[config.mk]
export PLATFORM = sky130hd
export DESIGN_NAME = width_packer
export DESIGN_NICKNAME = d
export VERILOG_FILES = /design/src/rtl/width_packer.sv
export SDC_FILE = /design/constraint.sdc
export NUM_CORES = 1
export LEC_CHECK = 0
export CAP_MARGIN = 10
export CORE_UTILIZATION = 51
export DETAILED_ROUTE_END_ITERATION = 10
export PLACE_DENSITY = 0.78
export SLEW_MARGIN = 10
export SYNTH_ARGS = -nofsm -noshare
export SYNTH_HDL_FRONTEND = slang
export SYNTH_SLANG_ARGS = --single-unit
[constraint.sdc]
create_clock -name clock -period 2.68 [get_ports clock]
set_clock_uncertainty 0.2 [all_clocks]
set_input_delay 0.536 -clock clock [delete_from_list [all_inputs] [get_ports clock]]
set_output_delay 0.536 -clock clock [all_outputs]
set_load 0.02 [all_outputs]
[src/rtl/width_packer.sv]
// Narrow-to-wide packer: gathers NSIZE beats of DSIZE bits into one word with lane mask and count.
// Optional idle-timeout flush of partial words is enabled by defining WIDTH_PACKER_TIMEOUT_EN.
module width_packer #(
  parameter int DSIZE     = 8,
  parameter int NSIZE     = 4,
  parameter bit MSB_FIRST = 1'b1,
  parameter int TIMEOUT   = 16
) (
  input  logic                      clock,
  input  logic                      rst_n,
  input  logic [DSIZE-1:0]          wr_data,
  input  logic                      wr_vld,
  output logic                      wr_ready,
  input  logic                      wr_last,
  input  logic                      wr_align_last,
  output logic [DSIZE*NSIZE-1:0]    rd_data,
  output logic [NSIZE-1:0]          rd_keep,
  output logic [$clog2(NSIZE+1)-1:0] rd_cnt,
  output logic                      rd_vld,
  input  logic                      rd_ready,
  output logic                      rd_last
);

  localparam int WW = DSIZE * NSIZE;
  localparam int CW = $clog2(NSIZE + 1);
  localparam int PW = (NSIZE > 1) ? $clog2(NSIZE) : 1;
  localparam logic [PW-1:0] LAST_LANE = PW'(NSIZE - 1);

  logic [WW-1:0]    acc_q, acc_d;
  logic [NSIZE-1:0] keep_q, keep_d;
  logic [PW-1:0]    ptr_q, ptr_d;
  logic [WW-1:0]    rd_data_q, rd_data_d;
  logic [NSIZE-1:0] rd_keep_q, rd_keep_d;
  logic [CW-1:0]    rd_cnt_q, rd_cnt_d;
  logic             rd_vld_q, rd_vld_d;
  logic             rd_last_q, rd_last_d;

  logic             close_s;
  logic             slot_free_s;
  logic             wr_ready_s;
  logic             accept_s;
  logic             flush_s;
  logic             load_s;
  logic [PW-1:0]    lane_s;
  logic [WW-1:0]    merged_acc_s;
  logic [NSIZE-1:0] merged_keep_s;

  // Handshake decode: only a closing beat needs a free output slot.
  always_comb begin
    close_s     = (ptr_q == LAST_LANE) | wr_last | wr_align_last;
    slot_free_s = ~rd_vld_q | rd_ready;
    wr_ready_s  = ~close_s | slot_free_s;
    accept_s    = wr_vld & wr_ready_s;
    lane_s      = MSB_FIRST ? (LAST_LANE - ptr_q) : ptr_q;
  end

  // Accumulator with the current beat merged into its lane.
  always_comb begin
    merged_acc_s  = acc_q;
    merged_keep_s = keep_q;
    for (int i = 0; i < NSIZE; i++) begin
      merged_acc_s[DSIZE*i +: DSIZE] = (accept_s && (lane_s == PW'(i))) ?
                                       wr_data : acc_q[DSIZE*i +: DSIZE];
      merged_keep_s[i] = keep_q[i] | (accept_s && (lane_s == PW'(i)));
    end
  end

`ifdef WIDTH_PACKER_TIMEOUT_EN
  localparam int TW = (TIMEOUT > 1) ? $clog2(TIMEOUT) : 1;
  localparam logic [TW-1:0] TOUT_LAST = TW'(TIMEOUT - 1);

  logic [TW-1:0] tcnt_q, tcnt_d;

  // Idle counter saturates at its limit so a stalled flush keeps waiting.
  always_comb begin
    flush_s = (ptr_q != {PW{1'b0}}) && (tcnt_q == TOUT_LAST) && slot_free_s && !accept_s;
    if (accept_s || flush_s) begin
      tcnt_d = {TW{1'b0}};
    end else if ((ptr_q != {PW{1'b0}}) && (tcnt_q != TOUT_LAST)) begin
      tcnt_d = tcnt_q + TW'(1);
    end else begin
      tcnt_d = tcnt_q;
    end
  end

  // Idle counter register.
  always_ff @(posedge clock) begin
    if (!rst_n) begin
      tcnt_q <= {TW{1'b0}};
    end else begin
      tcnt_q <= tcnt_d;
    end
  end
`else
  assign flush_s = 1'b0;
`endif

  // Next-state: fill lanes, hand a closed word to the output register.
  always_comb begin
    load_s    = (accept_s & close_s) | flush_s;
    acc_d     = acc_q;
    keep_d    = keep_q;
    ptr_d     = ptr_q;
    rd_data_d = rd_data_q;
    rd_keep_d = rd_keep_q;
    rd_cnt_d  = rd_cnt_q;
    rd_last_d = rd_last_q;
    rd_vld_d  = rd_vld_q & ~rd_ready;
    if (load_s) begin
      rd_data_d = merged_acc_s;
      rd_keep_d = merged_keep_s;
      rd_cnt_d  = accept_s ? (CW'(ptr_q) + CW'(1)) : CW'(ptr_q);
      rd_last_d = accept_s & wr_last;
      rd_vld_d  = 1'b1;
      acc_d     = {WW{1'b0}};
      keep_d    = {NSIZE{1'b0}};
      ptr_d     = {PW{1'b0}};
    end else if (accept_s) begin
      acc_d  = merged_acc_s;
      keep_d = merged_keep_s;
      ptr_d  = ptr_q + PW'(1);
    end else begin
      acc_d = acc_q;
    end
  end

  // State and output registers, synchronous active-low reset.
  always_ff @(posedge clock) begin
    if (!rst_n) begin
      acc_q     <= {WW{1'b0}};
      keep_q    <= {NSIZE{1'b0}};
      ptr_q     <= {PW{1'b0}};
      rd_data_q <= {WW{1'b0}};
      rd_keep_q <= {NSIZE{1'b0}};
      rd_cnt_q  <= {CW{1'b0}};
      rd_vld_q  <= 1'b0;
      rd_last_q <= 1'b0;
    end else begin
      acc_q     <= acc_d;
      keep_q    <= keep_d;
      ptr_q     <= ptr_d;
      rd_data_q <= rd_data_d;
      rd_keep_q <= rd_keep_d;
      rd_cnt_q  <= rd_cnt_d;
      rd_vld_q  <= rd_vld_d;
      rd_last_q <= rd_last_d;
    end
  end

  assign wr_ready = wr_ready_s;
  assign rd_data  = rd_data_q;
  assign rd_keep  = rd_keep_q;
  assign rd_cnt   = rd_cnt_q;
  assign rd_vld   = rd_vld_q;
  assign rd_last  = rd_last_q;

endmodule
==> summary by stage, run 1 <==
Run status
The flow ran to the end, and the final reports show no timing, DRC or antenna violations.

Detailed routing
The wire length reported by the detailed router is 5470 um. Dividing the detail-routed wire length by the instance count gives 14.1 um. The average via count per standard cell is 5.13. The number of antenna-violating nets in the routed design is 0.

Detailed routing inserted a total of 1,986 vias. The post-detailed-route DRC marker count is 0. The pre-antenna-repair detailed-routing pass consisted of 4 iterations. After the first detailed-routing iteration, the DRC count stood at 76.

GRT
The number of antenna violations at the first check in global routing is 0. The total overflow reported by the global router is 0. The largest net degree at the start of global routing is 39.

The first global-routing pass estimated 9070 um of wire. Global routing used 19.5% of the available tracks across all layers. The via count of the first global-routing pass is 1,882.

Setup path
The startpoint of the worst register-to-register path is ptr_q[0]$_SDFFE_PP0N_. The worst setup path endpoint is wr_ready. The required time of the critical path is 1.94 ns. The reg-to-reg critical path endpoint is rd_data[9]$_SDFFE_PN0P_.

For the worst setup path, the data arrival time is 1.76 ns. STA classifies the critical path startpoint as an input pin. Traced cell by cell, the critical path runs through clkdlybuf4s50_1 -> or3_1 -> nand2_1 -> dlygate4sd2_1. The cell with the largest stage delay on the worst path is sky130_fd_sc_hd__clkdlybuf4s50_1. The critical path class is input pin to output pin.

The critical path contains buffers and inverters numbering 2 combined. STA classifies the critical path endpoint as an output pin. The top fanout value on the critical path is 2. The critical path crosses 4 cells after its start point. The worst register-to-register path has a depth of 7. The critical path starts at wr_last. The setup slack of the most critical reg-to-reg path is 0.47 ns. The kind of cell with the highest combined delay along the critical path is buffers and inverters. For this run, the slowest stage of the critical path takes 0.42 ns.

Hold path
The path class of the tightest hold or removal check is flip-flop to flip-flop.

Clock network
The number of buffers inserted during clock tree synthesis is 9. Clock tree synthesis selected as its root buffer the cell sky130_fd_sc_hd__clkbuf_8. The H-tree generated during clock tree synthesis spans 3 levels. The tree built by TritonCTS fans out to 79 sinks. The clock latency on the worst-skew pair is 0.33 ns. Clock-pin slew was measured on the worst setup and hold paths at 0.08 ns.

The maximum buffer depth of the clock tree is 2. TritonCTS built the clock tree.

STA
The number of pins with negative max-slew slack in the final report is 0. For the finished layout, the period the worst path requires is 2.50 ns. The smallest hold slack is 0.262 ns. In this run the tightest slew margin relative to its limit is 73.7%. The slew of the pin with the lowest slew margin is 0.394 ns. The setup-violating endpoint count in the final report is 0. The highest achievable clock rate is 400 MHz. The worst path uses 93.3% of the clock period. Setup repair after global routing left no endpoint under its margin. The number of endpoints with negative hold slack in the final report is 0. Summed over all failing endpoints, the final setup total negative slack is 0 ns.

Logic synthesis
Sequential cells were found to cover 55.1% of the synthesized design area. After synthesis, the largest family of logic cells by area is compound AO/OA/AOI/OAI gates. The number of distinct library cells after synthesis is 31. Of the post-synthesis cell area, the dominant cell type holds 55.1%.

Sorting the synthesized cells by area gives the leading types as sky130_fd_sc_hd__dfxtp_1, sky130_fd_sc_hd__mux2i_1, sky130_fd_sc_hd__o2bb2ai_1. The synthesized-area fraction occupied by xor and xnor cells is 0.305%. The adder and majority gate portion of the synthesized area is 1.74%.

The main flop type after synthesis is sky130_fd_sc_hd__dfxtp_1. The post-synth design cell area is 0.00287 mm^2. The number of enable-type register cells in the synthesized netlist is 0. The post-synthesis cell type with the largest combined area is sky130_fd_sc_hd__dfxtp_1. The simple-gate share of the synthesized area is 9.68%. During synthesis, Yosys emitted a total of 0 warnings. Counting every instance in the synthesized netlist gives 253. The synthesized netlist net count is 271. Counting flops with an async set or reset pin after synthesis yields a share of 0%. The fraction of synthesized area in multiplexers is 11.5%. After synthesis, the mean cell area works out to 11.3 um^2. The synthesized-area fraction occupied by ao, oa, aoi and oai cells is 15.7%. The flip-flop and latch count after synthesis is 79.

Placed design
The last weighted congestion value of the routability-driven placer is 0.770. After legalization and detailed placement, the total HPWL measured 3580 um. The number of buffers inserted by port buffering is 55.

Power
VDD sags by at most 434 uV. The leakage component of the power is 1.39 nW. Power spread over the standard cell area amounts to 684 mW/mm^2.

Floorplan
The floorplan has 26 rows. The I/O pin count is 56. The floorplan die height is 77.0 um. For this configuration, the core starts out at a cell density of 54.4%. The die is 77.0 um wide.

The floorplan core area is 0.00527 mm^2. The die footprint is 0.00593 mm^2.

Finish
The footprint of the flip-flops and latches is 0.00158 mm^2. The layout overhead on the synthesized area is 29.3%. The multi-input combinational cell area is 0.00112 mm^2. The filler cell count is 395. The post-route netlist has 13.2% of its cells at a drive strength greater than 1.

The final net count is 330. 0 antenna diodes ended up in the layout.

Job
The number of max-capacitance violations reported is 0.
synthesized netlist by cell type (2+ instances only):
cell                        instances
sky130_fd_sc_hd__dfxtp_1           79
sky130_fd_sc_hd__nor2_1            40
sky130_fd_sc_hd__mux2i_1           33
sky130_fd_sc_hd__o2bb2ai_1         19
sky130_fd_sc_hd__nand2_1           10
sky130_fd_sc_hd__a21oi_1            9
sky130_fd_sc_hd__buf_6              9
sky130_fd_sc_hd__o21ai_0            9
sky130_fd_sc_hd__o2bb2ai_2          8
sky130_fd_sc_hd__ha_1               4
sky130_fd_sc_hd__a21boi_0           3
sky130_fd_sc_hd__a21oi_2            3
sky130_fd_sc_hd__buf_2              3
sky130_fd_sc_hd__nor2b_1            3
sky130_fd_sc_hd__buf_4              2
sky130_fd_sc_hd__clkbuf_1           2
sky130_fd_sc_hd__inv_1              2
sky130_fd_sc_hd__nand3_1            2
sequential cells by signal, indices dropped and copies added (netlist names):
name     cells
acc_q       32
rd_data     32
keep_q       4
rd_keep      4
rd_cnt       3
ptr_q        2
rd_last      1
rd_vld       1
layout by cell type, fill, tap and decap left out, types with 4 or more instances in the layout:
cell type,n
sky130_fd_sc_hd__mux2i_1,33
sky130_fd_sc_hd__a21oi_1,9
sky130_fd_sc_hd__nand2_1,10
sky130_fd_sc_hd__clkbuf_8,9
sky130_fd_sc_hd__o2bb2ai_1,19
sky130_fd_sc_hd__o2bb2ai_2,8
sky130_fd_sc_hd__buf_4,8
sky130_fd_sc_hd__nor2_1,40
sky130_fd_sc_hd__o21ai_0,9
sky130_fd_sc_hd__ha_1,4
sky130_fd_sc_hd__dfxtp_1,79
sky130_fd_sc_hd__clkdlybuf4s50_1,54
layout make-up:
| type | instances | share of cell area, % |
|---|---|---|
| Multi-Input combinational cell | 154 | 30.1 |
| Tap cell | 70 | 2.36 |
| Sequential cell | 79 | 42.6 |
| Clock buffer | 9 | 3.34 |
| Timing Repair Buffer | 66 | 18.0 |
| Inverter | 2 | 0.202 |
| Clock inverter | 7 | 3.27 |
stage by stage:
| stage | setup slack (ns) | util [%] | total power, W | std cells | area [um^2] |
|---|---|---|---|---|---|
| CTS | 0.170 | 70.4 | 0.00255 | 387 | 3710 |
| global route | 0.0520 | 70.4 | 0.00264 | 387 | 3710 |
| global placement | -0.0540 | 65.7 | 0.00152 | 371 | 3460 |
| detailed placement | -0.0862 | 65.7 | 0.00152 | 371 | 3460 |
| floorplan | 0.708 | - | 0.00143 | 253 | 2870 |
| finish | 0.180 | 70.4 | 0.00254 | 387 | 3710 |
power by group:
group	switching, W	internal [W]	total [W]
clock	0.000421	0.000620	0.00104
sequential	0.0000176	0.00121	0.00123
combinational	0.000148	0.000120	0.000268
total	0.000586	0.00195	0.00254
worst register-to-register path, cell delays in order, from the launching register on:
cell and delay [ns]:
sky130_fd_sc_hd__dfxtp_1 0.34, sky130_fd_sc_hd__ha_1 0.25, sky130_fd_sc_hd__or3_1 0.41, sky130_fd_sc_hd__buf_4 0.18, sky130_fd_sc_hd__a21oi_2 0.19, sky130_fd_sc_hd__buf_12 0.16
sky130_fd_sc_hd__mux2i_1 0.25, sky130_fd_sc_hd__o2bb2ai_1 0.10
cell families (layout without fill, tap and decap cells):
kind of cell	after synthesis	count (layout)
compound gates	54	54
simple gates	62	62
flops	79	79
fa+ha+maj	4	4
xor+xnor	1	1
buf+inv	20	84
mux	33	33
timing repair:
action / CTS / global route
hold buffers: 0 / 0
buffers inserted: 0 / 0
gates resized for setup: 1 / 0
endpoints found under the setup margin: 1 / 0
metal layers:
layer	vias up	global-route usage (%)	routed length, um
li1	995	-	-
met1	938	25.3	2630
met2	47	30.9	2520
met3	6	4.76	273
met4	0	8.49	55
met5	-	0	0
how the worst min path moves through the flow:
stage | from | to | slack, ns | cells past startpoint
after detailed placement | rd_data[13]$_SDFFE_PN0P_ | rd_data[13]$_SDFFE_PN0P_ | 0.25 | 1
after CTS | keep_q[0]$_SDFFE_PP0N_ | keep_q[0]$_SDFFE_PP0N_ | 0.27 | 2
after floorplan | keep_q[0]$_SDFFE_PP0N_ | keep_q[0]$_SDFFE_PP0N_ | 0.22 | 2
after global placement | keep_q[3]$_SDFFE_PP0N_ | keep_q[3]$_SDFFE_PP0N_ | 0.24 | 2
after global routing | rd_data[14]$_SDFFE_PN0P_ | rd_data[14]$_SDFFE_PN0P_ | 0.28 | 1
final | keep_q[0]$_SDFFE_PP0N_ | keep_q[0]$_SDFFE_PP0N_ | 0.26 | 2
Power figures use the tool's default switching activity.
==> run 2, diff against run 1 <==
--- a/config.mk
+++ b/config.mk
@@ -6,6 +6,7 @@
 export NUM_CORES = 1
 export LEC_CHECK = 0
 export CAP_MARGIN = 10
+export CORE_MARGIN = 8
 export CORE_UTILIZATION = 51
 export DETAILED_ROUTE_END_ITERATION = 10
 export PLACE_DENSITY = 0.78
==> run 2 against run 1 <==
Final cell count is 0.78% higher. Combinational power up 1%. Setup slack gained 0.0074 ns. First-iteration DRC count rose by 55%. Global-route usage down 4.8 points. Sequential share of layout area is 0.44 points higher. Die area rose by 40%. Fmax increased by 0.30%. Wire length grew 10%. Via count up 0.86%. Critical path depth is the same. Critical path type unchanged. Critical endpoint unchanged. Largest cell class unchanged. Largest power group unchanged.
==> summary by stage, run 2 (synthesis gave the netlist of run 1 again) <==
Run status
The flow ran to the end, and the final reports show no timing, DRC or antenna violations.

GRT
Global routing used 14.7% of the available tracks across all layers. For this run the aggregate overflow at the end of global routing stands at 0. The number of antenna violations at the first check in global routing came to 0. The largest net degree at the start of global routing is 28. The first global-routing pass estimated 9960 um of wire. The via count of the first global-routing pass came to 2,082.

Clock network
After clock tree synthesis, the clock-pin slew on the worst setup and hold paths is 0.09 ns. The buffers inserted during post-CTS setup optimization is 0. The number of clock sinks seen by CTS is 79. The H-tree was split into 3 levels. CTS placed an instance of sky130_fd_sc_hd__clkbuf_8 at the clock tree root.

The maximum buffer depth of the clock tree is 2. Hold repair after CTS inserted 0 buffers. Clock latency on the worst-skew pair, taken at its later pin, is 0.34 ns.

The number of buffers inserted during clock tree synthesis is 9. The total of cells resized after clock tree synthesis is 1. TritonCTS built the clock tree.

Job
The number of max-capacitance violations reported is 0.

Hold path
The worst hold path passes through 2 cells. The worst hold endpoint is keep_q[3]$_SDFFE_PP0N_. The critical hold path startpoint is keep_q[3]$_SDFFE_PP0N_.

In this run the worst hold path is classified as flip-flop to flip-flop.

Finish
Once layout is complete, the utilization of the core stands at 67.1%. The repair_antennas step left the layout with diodes totalling 0. Of the cells placed in the final design, the portion with a size suffix greater than 1 is 13.5%. In the layout the commonest cells are sky130_fd_sc_hd__dfxtp_1, sky130_fd_sc_hd__clkdlybuf4s50_1, sky130_fd_sc_hd__nor2_1.

The final instance count without filler cells is 390. The layout overhead on the synthesized area is 28.0%. The final net count is 331. The most frequent standard cell in the layout excluding fill and tap cells is sky130_fd_sc_hd__dfxtp_1. After routing the design area is 0.00367 mm^2.

Setup path
The number of cells on the worst reg-to-reg path is 7. The top fanout value on the critical path is 4. The setup path with the least slack is of type input pin to output pin.

The worst register-to-register path has a setup slack of 0.47 ns. Data arrives at the worst endpoint at 1.76 ns. The reg-to-reg critical path endpoint is rd_data[30]$_SDFFE_PN0P_. The category of the worst setup path launch point is an input pin.

In this run the critical register-to-register path is launched from ptr_q[0]$_SDFFE_PP0N_. The required time of the critical path is 1.94 ns. STA classifies the critical path endpoint as an output pin.

Floorplan
After floorplanning, the core was divided into 27 placement rows. The floorplan die height is 91.0 um. The initial utilization of the core area, before any placement, comes to 52.4%. The die covers 0.00828 mm^2. The I/O pin count is 56. The floorplan step set the die width to 91.0 um.

The core region is 0.00547 mm^2.

Detailed routing
Dividing the detail-routed wire length by the instance count gives 15.5 um. Once detail routing completed, the nets flagged for antenna violations numbered 0. The routed via count is 2,003. The average via count per standard cell is 5.14. The number of detailed-route iterations in the first pass is 4. The violation count after the first detailed-routing iteration is 118. The post-detailed-route DRC marker count is 0. The wire length reported by the detailed router is 6040 um.

STA
The worst pin sits at a relative slew slack of 73.0%. In the final timing run, aggregate negative setup slack is 0 ns. The number of pins with negative max-slew slack in the final report is 0.

Setup violations remaining at the end of the flow were counted as 0. Setup repair after global routing left no endpoint under its margin. The final critical path takes up 93.0% of the cycle.

The slew of the pin with the lowest slew margin is 0.404 ns. Derived from the worst setup path, the maximum achievable clock frequency is 401 MHz. The number of endpoints with negative hold slack in the final report is 0. The worst path needs 2.49 ns of the cycle, external delays included.

Power
The analysis attributes to cell leakage a power of 1.37 nW. For this design the ratio of total power to cell area is 643 mW/mm^2. The maximum vdd drop is 459 uV. The sum of internal, switching and leakage power is 0.00236 W.

Placed design
The congestion estimate from routability-driven global placement came to 0.813. The post-place instance area is 0.00347 mm^2. The number of buffers inserted by port buffering is 55. The number of cells in the design after placement is 374.

Summed over all nets, the half-perimeter wirelength after detailed placement is 4150 um.
==> run 2: cell types whose count changed in the layout (fill, tap and decap cells not counted) <==
cell,change
sky130_fd_sc_hd__clkinv_2,+1
sky130_fd_sc_hd__clkinvlp_4,+1
sky130_fd_sc_hd__bufinv_16,-2
sky130_fd_sc_hd__buf_4,+1
==> run 2: report_power, final <==
part / total [W] / switching [W] / internal (W) / leakage, nW
Clock: 0.000858 / 0.000429 / 0.000429 / 0.0875
Sequential: 0.00123 / 0.0000185 / 0.00121 / 0.641
Combinational: 0.000272 / 0.000150 / 0.000121 / 0.640
==> run 2: worst max path at each step <==
stage	startpoint	end	slack, ns	cells past startpoint
after CTS	rd_ready	wr_ready	0.18	4
after floorplan	ptr_q[0]$_SDFFE_PP0N_	rd_data[24]$_SDFFE_PN0P_	0.71	7
after detailed placement	wr_last	wr_ready	-0.08	4
after global placement	wr_last	wr_ready	-0.07	4
final	rd_ready	wr_ready	0.19	4
after global routing	ptr_q[0]$_SDFFE_PP0N_	wr_ready	0.11	4
==> run 2: worst max-delay path, stage by stage <==
cell	delay [ns]
sky130_fd_sc_hd__clkdlybuf4s50_1	0.42
sky130_fd_sc_hd__nor2b_1	0.35
sky130_fd_sc_hd__nand2_1	0.12
sky130_fd_sc_hd__dlygate4sd2_1	0.34
==> run 2: final cells by class <==
class                           instances  area [um^2]
Sequential cell                        79         1580
Tap cell                               72         90.1
Fill cell                             462         1800
Clock inverter                          7         73.8
Clock buffer                            9          124
Inverter                                2         7.51
Multi-Input combinational cell        154         1120
Timing Repair Buffer                   67          677
==> run 2: layer usage <==
metal / global-route usage, % / wire length (um)
met2: 22.9 / 2720
met3: 4.69 / 338
met5: 0 / 0
met4: 7.23 / 110
met1: 17.9 / 2870
==> run 2: stage by stage <==
stage | worst slack (ns) | hold WS (ns)
floorplan | 0.708 | 0.224
global placement | -0.0693 | 0.237
detailed placement | -0.0802 | 0.247
CTS | 0.185 | 0.266
global route | 0.107 | 0.286
finish | 0.188 | 0.260
